## config.mk

```make
export PLATFORM = sky130hd
export DESIGN_NAME = regfile_wb_scheduler
export DESIGN_NICKNAME = d
export VERILOG_FILES = /design/src/rtl/regfile_wb_scheduler_pkg.sv /design/src/rtl/regfile_wb_scheduler_wb_rr_arbiter.sv /design/src/rtl/regfile_wb_scheduler.sv
export SDC_FILE = /design/constraint.sdc
export NUM_CORES = 1
export LEC_CHECK = 0
export BUFFER_PORTS_ARGS = -buffer_cell sky130_fd_sc_hd__buf_2
export CORE_AREA = 2 2 108 110
export CTS_CLUSTER_DIAMETER = 80
export DETAILED_ROUTE_END_ITERATION = 8
export DIE_AREA = 0 0 110 112
export GPL_ROUTABILITY_DRIVEN = 0
export HOLD_SLACK_MARGIN = 0.02
export PLACE_DENSITY_LB_ADDON = 0.05
export SYNTH_ARGS = -nofsm -noshare
export SYNTH_HDL_FRONTEND = slang
export SYNTH_HIERARCHICAL = 1
export SYNTH_SLANG_ARGS = --single-unit
```

## constraint.sdc

```tcl
create_clock -name clk -period 3 [get_ports clk]
set_input_delay 0.6 -clock clk [delete_from_list [all_inputs] [get_ports clk]]
set_output_delay 0.6 -clock clk [all_outputs]
set_load 0.02 [all_outputs]
```

## src/rtl/regfile_wb_scheduler_pkg.sv

```systemverilog
// Shared constants and grant encoding for the register-file write-back scheduler.
package regfile_wb_scheduler_pkg;

  localparam int unsigned REG_ADDR_W          = 5;
  localparam int unsigned NUM_REGS            = 32;
  localparam int unsigned MAX_PENDING_DEFAULT = 4;
  localparam int unsigned PEND_CNT_W          = 4;

  typedef enum logic {
    GrantAlu = 1'b0,
    GrantLsu = 1'b1
  } grant_e;

endpackage

```

## src/rtl/regfile_wb_scheduler_wb_rr_arbiter.sv

```systemverilog
// Two-way round-robin arbiter for the register-file write port (ALU vs LSU).
module wb_rr_arbiter
  import regfile_wb_scheduler_pkg::*;
(
  input  logic clk,
  input  logic rst,
  input  logic req_alu_i,
  input  logic req_lsu_i,
  output logic gnt_alu_o,
  output logic gnt_lsu_o
);

  grant_e last_grant_q, last_grant_d;

  always_ff @(posedge clk or posedge rst) begin
    if (rst) begin
      last_grant_q <= GrantAlu;
    end else begin
      last_grant_q <= last_grant_d;
    end
  end

  always_comb begin
    gnt_alu_o = 1'b0;
    gnt_lsu_o = 1'b0;
    if (req_alu_i && req_lsu_i) begin
      // On conflict, favour whichever side did not win last.
      if (last_grant_q == GrantAlu) begin
        gnt_lsu_o = 1'b1;
      end else begin
        gnt_alu_o = 1'b1;
      end
    end else begin
      gnt_alu_o = req_alu_i;
      gnt_lsu_o = req_lsu_i;
    end
  end

  always_comb begin
    last_grant_d = last_grant_q;
    if (gnt_alu_o) begin
      last_grant_d = GrantAlu;
    end else if (gnt_lsu_o) begin
      last_grant_d = GrantLsu;
    end
  end

endmodule

```

## src/rtl/regfile_wb_scheduler.sv

```systemverilog
// Issue hazard scoreboard plus registered, arbitrated register-file write port.
// Optional macro SB_EARLY_CLEAR_EN lets issue see an LSU grant's busy clear in the grant cycle.
module regfile_wb_scheduler
  import regfile_wb_scheduler_pkg::*;
#(
  parameter int unsigned MAX_PENDING = MAX_PENDING_DEFAULT,
  parameter int unsigned DATA_W      = 32
) (
  input  logic                  clk,
  input  logic                  rst,
  input  logic                  issue_valid_i,
  input  logic                  issue_long_i,
  input  logic [REG_ADDR_W-1:0] issue_rs1_i,
  input  logic [REG_ADDR_W-1:0] issue_rs2_i,
  input  logic [REG_ADDR_W-1:0] issue_rd_i,
  output logic                  issue_ready_o,
  input  logic                  alu_valid_i,
  input  logic [REG_ADDR_W-1:0] alu_rd_i,
  input  logic [DATA_W-1:0]     alu_data_i,
  output logic                  alu_ready_o,
  input  logic                  lsu_valid_i,
  input  logic [REG_ADDR_W-1:0] lsu_rd_i,
  input  logic [DATA_W-1:0]     lsu_data_i,
  output logic                  lsu_ready_o,
  output logic                  wr_en_o,
  output logic [REG_ADDR_W-1:0] wr_addr_o,
  output logic [DATA_W-1:0]     wr_data_o,
  output logic                  err_o
);

  logic [NUM_REGS-1:0]   busy_q, busy_d, busy_eff;
  logic [PEND_CNT_W-1:0] pending_q, pending_d, pending_eff;
  logic                  err_q, err_d;
  logic                  wr_en_q, wr_en_d;
  logic [REG_ADDR_W-1:0] wr_addr_q, wr_addr_d;
  logic [DATA_W-1:0]     wr_data_q, wr_data_d;
  logic                  accept, long_inc;

  wb_rr_arbiter u_arb (
    .clk       (clk),
    .rst       (rst),
    .req_alu_i (alu_valid_i),
    .req_lsu_i (lsu_valid_i),
    .gnt_alu_o (alu_ready_o),
    .gnt_lsu_o (lsu_ready_o)
  );

  always_comb begin
    busy_eff    = busy_q;
    pending_eff = pending_q;
`ifdef SB_EARLY_CLEAR_EN
    if (lsu_ready_o) begin
      busy_eff[lsu_rd_i] = 1'b0;
      if (pending_q != '0) begin
        pending_eff = pending_q - 1'b1;
      end
    end
`endif
    issue_ready_o = !busy_eff[issue_rs1_i] && !busy_eff[issue_rs2_i] && !busy_eff[issue_rd_i] &&
                    !(issue_long_i && (pending_eff == PEND_CNT_W'(MAX_PENDING)));
  end

  assign accept   = issue_valid_i && issue_ready_o;
  assign long_inc = accept && issue_long_i;

  always_comb begin
    busy_d    = busy_q;
    pending_d = pending_q;
    err_d     = err_q;
    if (lsu_ready_o) begin
      busy_d[lsu_rd_i] = 1'b0;
    end
    // Set after clear so a new long op to the returning rd stays busy.
    if (long_inc && (issue_rd_i != '0)) begin
      busy_d[issue_rd_i] = 1'b1;
    end
    busy_d[0] = 1'b0;
    if (lsu_ready_o && (pending_q == '0)) begin
      err_d = 1'b1;
    end
    if (long_inc && !lsu_ready_o) begin
      pending_d = pending_q + 1'b1;
    end else if (!long_inc && lsu_ready_o && (pending_q != '0)) begin
      pending_d = pending_q - 1'b1;
    end
  end

  always_comb begin
    wr_en_d   = 1'b0;
    wr_addr_d = wr_addr_q;
    wr_data_d = wr_data_q;
    if (alu_ready_o) begin
      wr_en_d   = (alu_rd_i != '0);
      wr_addr_d = alu_rd_i;
      wr_data_d = alu_data_i;
    end else if (lsu_ready_o) begin
      wr_en_d   = (lsu_rd_i != '0);
      wr_addr_d = lsu_rd_i;
      wr_data_d = lsu_data_i;
    end
  end

  always_ff @(posedge clk or posedge rst) begin
    if (rst) begin
      busy_q    <= '0;
      pending_q <= '0;
      err_q     <= 1'b0;
      wr_en_q   <= 1'b0;
      wr_addr_q <= '0;
      wr_data_q <= '0;
    end else begin
      busy_q    <= busy_d;
      pending_q <= pending_d;
      err_q     <= err_d;
      wr_en_q   <= wr_en_d;
      wr_addr_q <= wr_addr_d;
      wr_data_q <= wr_data_d;
    end
  end

  assign wr_en_o   = wr_en_q;
  assign wr_addr_o = wr_addr_q;
  assign wr_data_o = wr_data_q;
  assign err_o     = err_q;

endmodule

```

Yosys cells after proc, flatten, opt, wreduce, memory -nomap -nowiden --
Index checks and enable logic that the tools add are counted.
Word-level totals: bits of input ports 95, logic and storage cells 72, output and inout bits 42, register bits after elaboration 75
Cells by class: $add $sub $neg 2, order comparisons 6, reduce and logical (&&, ||, !) cells 27, bitwise logic cells 3, mux-type cells 26, eq/ne operators 1
Operators with widths (count):
- 2-to-1 mux 32 bit | 4
- AND 32 bit | 1
- NOT 32 bit | 1
- OR 32 bit | 1
- less-than comparator 5 x 6 -> 1 bit (second input constant) | 4
- binary-select mux 1 bit (select 5 bit) | 3
- nonzero test 5 bit | 3
- logical AND 1 bit | 14
- 2-to-1 mux 1 bit | 13
- demux 1 bit (select 5 bit) | 2
- greater-or-equal comparator 5 x 1 -> 1 bit (second input constant) | 2
- 2-to-1 mux 5 bit | 2
- 2-to-1 mux 4 bit | 2
- zero test 1 bit | 6
- adder 4 x 1 -> 4 bit (second input constant) | 1
- equality test 4 x 3 -> 1 bit (second input constant) | 1
- zero test 4 bit | 1
- nonzero test 2 bit | 2
- nonzero test 4 bit | 1
- subtractor 4 x 1 -> 4 bit (second input constant) | 1

Depth between registers and ports, before layout --
depth in word-level cells 13, depth in mapped cells 14, mapped depth without buffers 12

Modules after synthesis --
Netlist, hierarchy kept.
Modules (own cells, without submodules):
- regfile_wb_scheduler | cells each 427, sequential area each 1851.8 um^2, times used 1, area each 4281.6 um^2
- wb_rr_arbiter | cells each 7, sequential area each 25.0 um^2, times used 1, area each 57.6 um^2

Least setup slack after synthesis --
Ideal clock, no wire load.
kind in2reg, from in issue_rd_i[1], to reg pending_q[3], in the netlist pending_eff[3], stages on the path 14, data arrival time 3.322 ns, library setup time 0.123 ns, slack -0.445 ns, required time 2.877 ns, path buffers 2, path through buf_6 > clkbuf_1 > mux2i_1 > o22ai_1 > o21ai_0 > o311ai_0 > a211o_1 > or3_1 > ha_1 > a21o_1 > a21oi_1 > nor2b_1 > mux2i_1 > xnor2_1
Between the ends: longest elaborated chain between the ends 11, elaborated cells on any way between the ends 13, those cells by class 3 x mux; 10 x reduce/logical
RTL lines:
- start, declared | line regfile_wb_scheduler.sv:15 | input logic [REG_ADDR_W-1:0] issue_rd_i,
- binary-select mux 1 bit (select 5 bit) * | line regfile_wb_scheduler.sv:59 | issue_ready_o = !busy_eff[issue_rs1_i] && !busy_eff[issue_rs2_i] && !busy_eff[issue_rd_i] &&
- 2-to-1 mux 1 bit (not written as such) * | line regfile_wb_scheduler.sv:59
- zero test 1 bit * | line regfile_wb_scheduler.sv:59
- logical AND 1 bit * (2 in series) | line regfile_wb_scheduler.sv:59
- logical AND 1 bit * | line regfile_wb_scheduler.sv:63 | assign accept = issue_valid_i && issue_ready_o;
- logical AND 1 bit * | line regfile_wb_scheduler.sv:64 | assign long_inc = accept && issue_long_i;
- zero test 1 bit | line regfile_wb_scheduler.sv:83 | end else if (!long_inc && lsu_ready_o && (pending_q != '0)) begin
- logical AND 1 bit (2 in series) | line regfile_wb_scheduler.sv:83
- nonzero test 2 bit (no source line)
- end signal, assigned | line regfile_wb_scheduler.sv:113 | pending_q <= pending_d;
- end, declared | line regfile_wb_scheduler.sv:32 | logic [PEND_CNT_W-1:0] pending_q, pending_d, pending_eff;
Every way passes the cells marked *; elsewhere a longest branch is shown, timed or not. The select of a mux whose other input is x is not followed. A chain may end at the register's enable or synchronous reset.

Final worst setup path --
from reg busy_q[14], in the netlist busy_eff[14], to reg pending_q[2], in the netlist pending_eff[2]
Between the ends: longest elaborated chain between the ends 12, elaborated cells on any way between the ends 20, those cells by class 7 x mux; 13 x reduce/logical
RTL lines:
- start, declared | line regfile_wb_scheduler.sv:31 | logic [NUM_REGS-1:0] busy_q, busy_d, busy_eff;
- start signal, assigned | line regfile_wb_scheduler.sv:112 | busy_q <= busy_d;
- binary-select mux 1 bit (select 5 bit) | line regfile_wb_scheduler.sv:59
- 2-to-1 mux 1 bit (not written as such) | line regfile_wb_scheduler.sv:59
- zero test 1 bit | line regfile_wb_scheduler.sv:59
- logical AND 1 bit | line regfile_wb_scheduler.sv:59
- logical AND 1 bit * (2 in series) | line regfile_wb_scheduler.sv:59
- logical AND 1 bit * | line regfile_wb_scheduler.sv:63
- logical AND 1 bit * | line regfile_wb_scheduler.sv:64
- zero test 1 bit | line regfile_wb_scheduler.sv:83
- logical AND 1 bit (2 in series) | line regfile_wb_scheduler.sv:83
- nonzero test 2 bit (no source line)
Marked as above.

==> results.yml <==
synth:
  synth.distinct_cells: 56
  synth_largest_area_cell: "dfrtp_1"
  ys_top_cells_by_area: "dfrtp_1 (43%), mux2i_1 (15%), o21ai_0 (10%), mux4_2 (4.7%), nand2_1 (3.9%)"
  synth_top_cell_area_share_pct: 43.3
  syn_nets: 532
  yosys_most_used_dff: "dfrtp_1"
  synth_area_sq_mm: 0.00434
  synthCells: 434
  synth_edf_count: 0
  ys_seq_area_share_pct: 43.3
  syn_area_per_cell_sq_um: 10.0
  ys_warn_count: 6
  yosys.cell_count.top_type: "o21ai_0"
  synth-seq-cells: 75
  synthArstFlopShare_pct: 100
  ys_top_cells_by_count: "o21ai_0 (88), dfrtp_1 (75), mux2i_1 (64)"
clock_network:
  cts_tree: "built"
  path_clk_slew_ns: 0.06
  clkLatencyLatePin_ns: 0.33
  clockBufferDepth: 2
  cts-hold-fix-buffers: 0
  clkSinkCount: 75
  cts_made_buffers: 9
  cts_root_buf: "clkbuf_16"
  cts_max_level: 3
routing:
  routed_via_density: 5.35
  routed_wl_um: 13500
  ant_nets: 0
  drc: 0
  drtIter0Drc: 235
  wire_per_inst_um: 17.8
  dr.pass1.iters: 4
  vias: 4067
die:
  core_sq_mm: 0.0112
  fp.dieH_um: 112
  die_w_um: 110
  initial_core_util_pct: 38.8
  ios: 137
  row_count: 39
  dieArea_sq_mm: 0.0123
layout:
  fin_area_sq_mm: 0.00600
  drive_above_1_share_pct: 41.2
  fillers: 1038
  layout.nets: 710
  area_delta_synth_final_pct: 38.4
  seqCellArea_sq_mm: 0.00188
  multi_input_area_sq_mm: 0.00241
  antenna_cells: 0
  utilization_pct: 53.7
sta:
  rsz0062_at_grt: "true"
  report.final.setup_viol: 4
  fin_skew_ns: 0.00493
  finalCritPeriodShare_pct: 104
  setup_ws_ns: -0.113
  period_needed_ns: 3.11
  tightest_slew_ns: 0.603
  relSlewSlack_pct: 59.8
  finalMaxSlewViolations: 0
  finalHoldViolations: 0
  timing.fmax_mhz: 321
power:
  peakVddDrop_v: 0.000281
  power_density_mw_per_mm2: 614
  p_leak_nw: 2.85
global_routing:
  grt_max_degree: 77
  antenna_found_initial: 0
  grt_overflow_total: 0
  grt_pass1_wl_um: 22000
  grt_usage_pct: 23.2
  grt_pass1_vias: 4167
place:
  place_area_sq_mm: 0.00552
  numPortBuffers: 136
  dp.final_hpwl_um: 10400
job:
  maxCapViolCount: 0
critical_path:
  end_kind: "flip-flop"
  cp.required_ns: 3.22
  crit_type: "flip-flop to flip-flop"
  cp-start-kind: "flip-flop"
  cp_max_fo: 3
  cp.arrival_ns: 3.33
  reg2reg_depth: 12
run_status:
  status: "finished with violations"
  violations: "setup timing"
worst_hold_path:
  hold_class: "input port to async pin"
power breakdown:
part	internal, mW	total (mW)	switching [mW]
Clock	0.735	1.15	0.417
Sequential	1.20	1.36	0.156
Combinational	0.566	1.18	0.612
stage by stage:
stage / worst slack (ns) / TNS [ns] / std cells / hold slack (ns) / total power [mW]
2_1_floorplan: -0.202 / -0.301 / 434 / 0.329 / 2.00
3_3_place_gp: -0.412 / -2.01 / 736 / 0.444 / 2.46
3_5_place_dp: -0.473 / -3.01 / 736 / 0.463 / 2.47
4_1_cts: -0.0718 / -0.145 / 756 / 0.108 / 3.66
5_1_grt: -0.242 / -0.737 / 760 / 0.122 / 3.89
6_report: -0.113 / -0.244 / 760 / 0.119 / 3.69
worst max-delay path, cell delays in order (launching register included):
cell and delay [ns]:
dfrtp_1 0.42, buf_6 0.14, mux2i_1 0.14, nor3_1 0.06, or4b_4 0.55, a2111oi_4 0.23
nand4_1 0.17, or3_4 0.40, buf_12 0.14, buf_6 0.11, fa_2 0.32, xor2_1 0.15
a22o_1 0.18
metal layers:
layer | GRT usage [%] | share of wire (%) | vias to the layer above
met5 | 0 | 0 | -
met4 | 6.33 | 1.1 | 0
met3 | 6.32 | 7.4 | 9
met2 | 35.0 | 46 | 157
met1 | 32.9 | 46 | 1940
li1 | - | - | 1961
cell usage in the layout, fill, tap and decap left out, types with 4 or more instances in the layout:
cell type,count
o31ai_1,9
mux4_2,9
nor2b_1,5
nor3_1,6
nand2_1,45
nor2_1,10
mux2i_1,64
clkbuf_8,4
clkbuf_16,9
dfrtp_1,75
buf_2,134
nand3_1,8
buf_4,54
inv_1,6
o21ai_2,6
nand4_1,4
o21ai_0,87
nand3b_1,8
buf_6,5
layout make-up:
| cell class | instances | share of cell area (%) |
|---|---|---|
| clock inverter | 3 | 0.729 |
| inverter | 7 | 0.438 |
| timing repair buffer | 196 | 19.9 |
| clock buffer | 13 | 4.67 |
| multi-input combinational | 323 | 40.1 |
| sequential | 75 | 31.3 |
| tap | 143 | 2.98 |
sequential cells by signal (all words and copies together) (netlist names):
signal	cells
u_arb/last_grant_q	1
wr_data_o	32
wr_addr_o	5
err_o	1
pending_eff	4
wr_en_o	1
busy_eff	31
cells by family after synthesis:
group	count (synthesis)	share of synthesized area (%)
AND/OR/NAND/NOR	108	12.8
XOR/XNOR	3	0.606
multiplexers	76	20.2
AO/OA/AOI/OAI	133	18.7
adder cells (fa/ha/maj)	3	1.04
buffers and inverters	36	3.40
flip-flops	75	43.3
final timing paths:
kind | startpoint | endpoint | slack [ns]
min | rst | u_arb/last_grant_q$_DFFE_PP0P_ | 0.12
max reg2reg | busy_eff[14]$_DFF_PP0_ | pending_eff[2]$_DFFE_PP0P_ | -0.11
min reg2reg | err_o$_DFFE_PP0P_ | err_o$_DFFE_PP0P_ | 0.48
max in group asynchronous | rst | busy_eff[9]$_DFF_PP0_ | 2.12
max | busy_eff[14]$_DFF_PP0_ | pending_eff[2]$_DFFE_PP0P_ | -0.11
min in group clk | alu_data_i[7] | wr_data_o[7]$_DFFE_PP0P_ | 0.47
repair_timing:
action | in CTS | in global routing
buffers inserted | 4 | 6
endpoints found under the setup margin | 3 | 10
hold endpoints to repair | 0 | 0
resized for setup | 5 | 17
pin swaps | 3 | 8
Note: power is estimated with default switching activity, not from simulation.
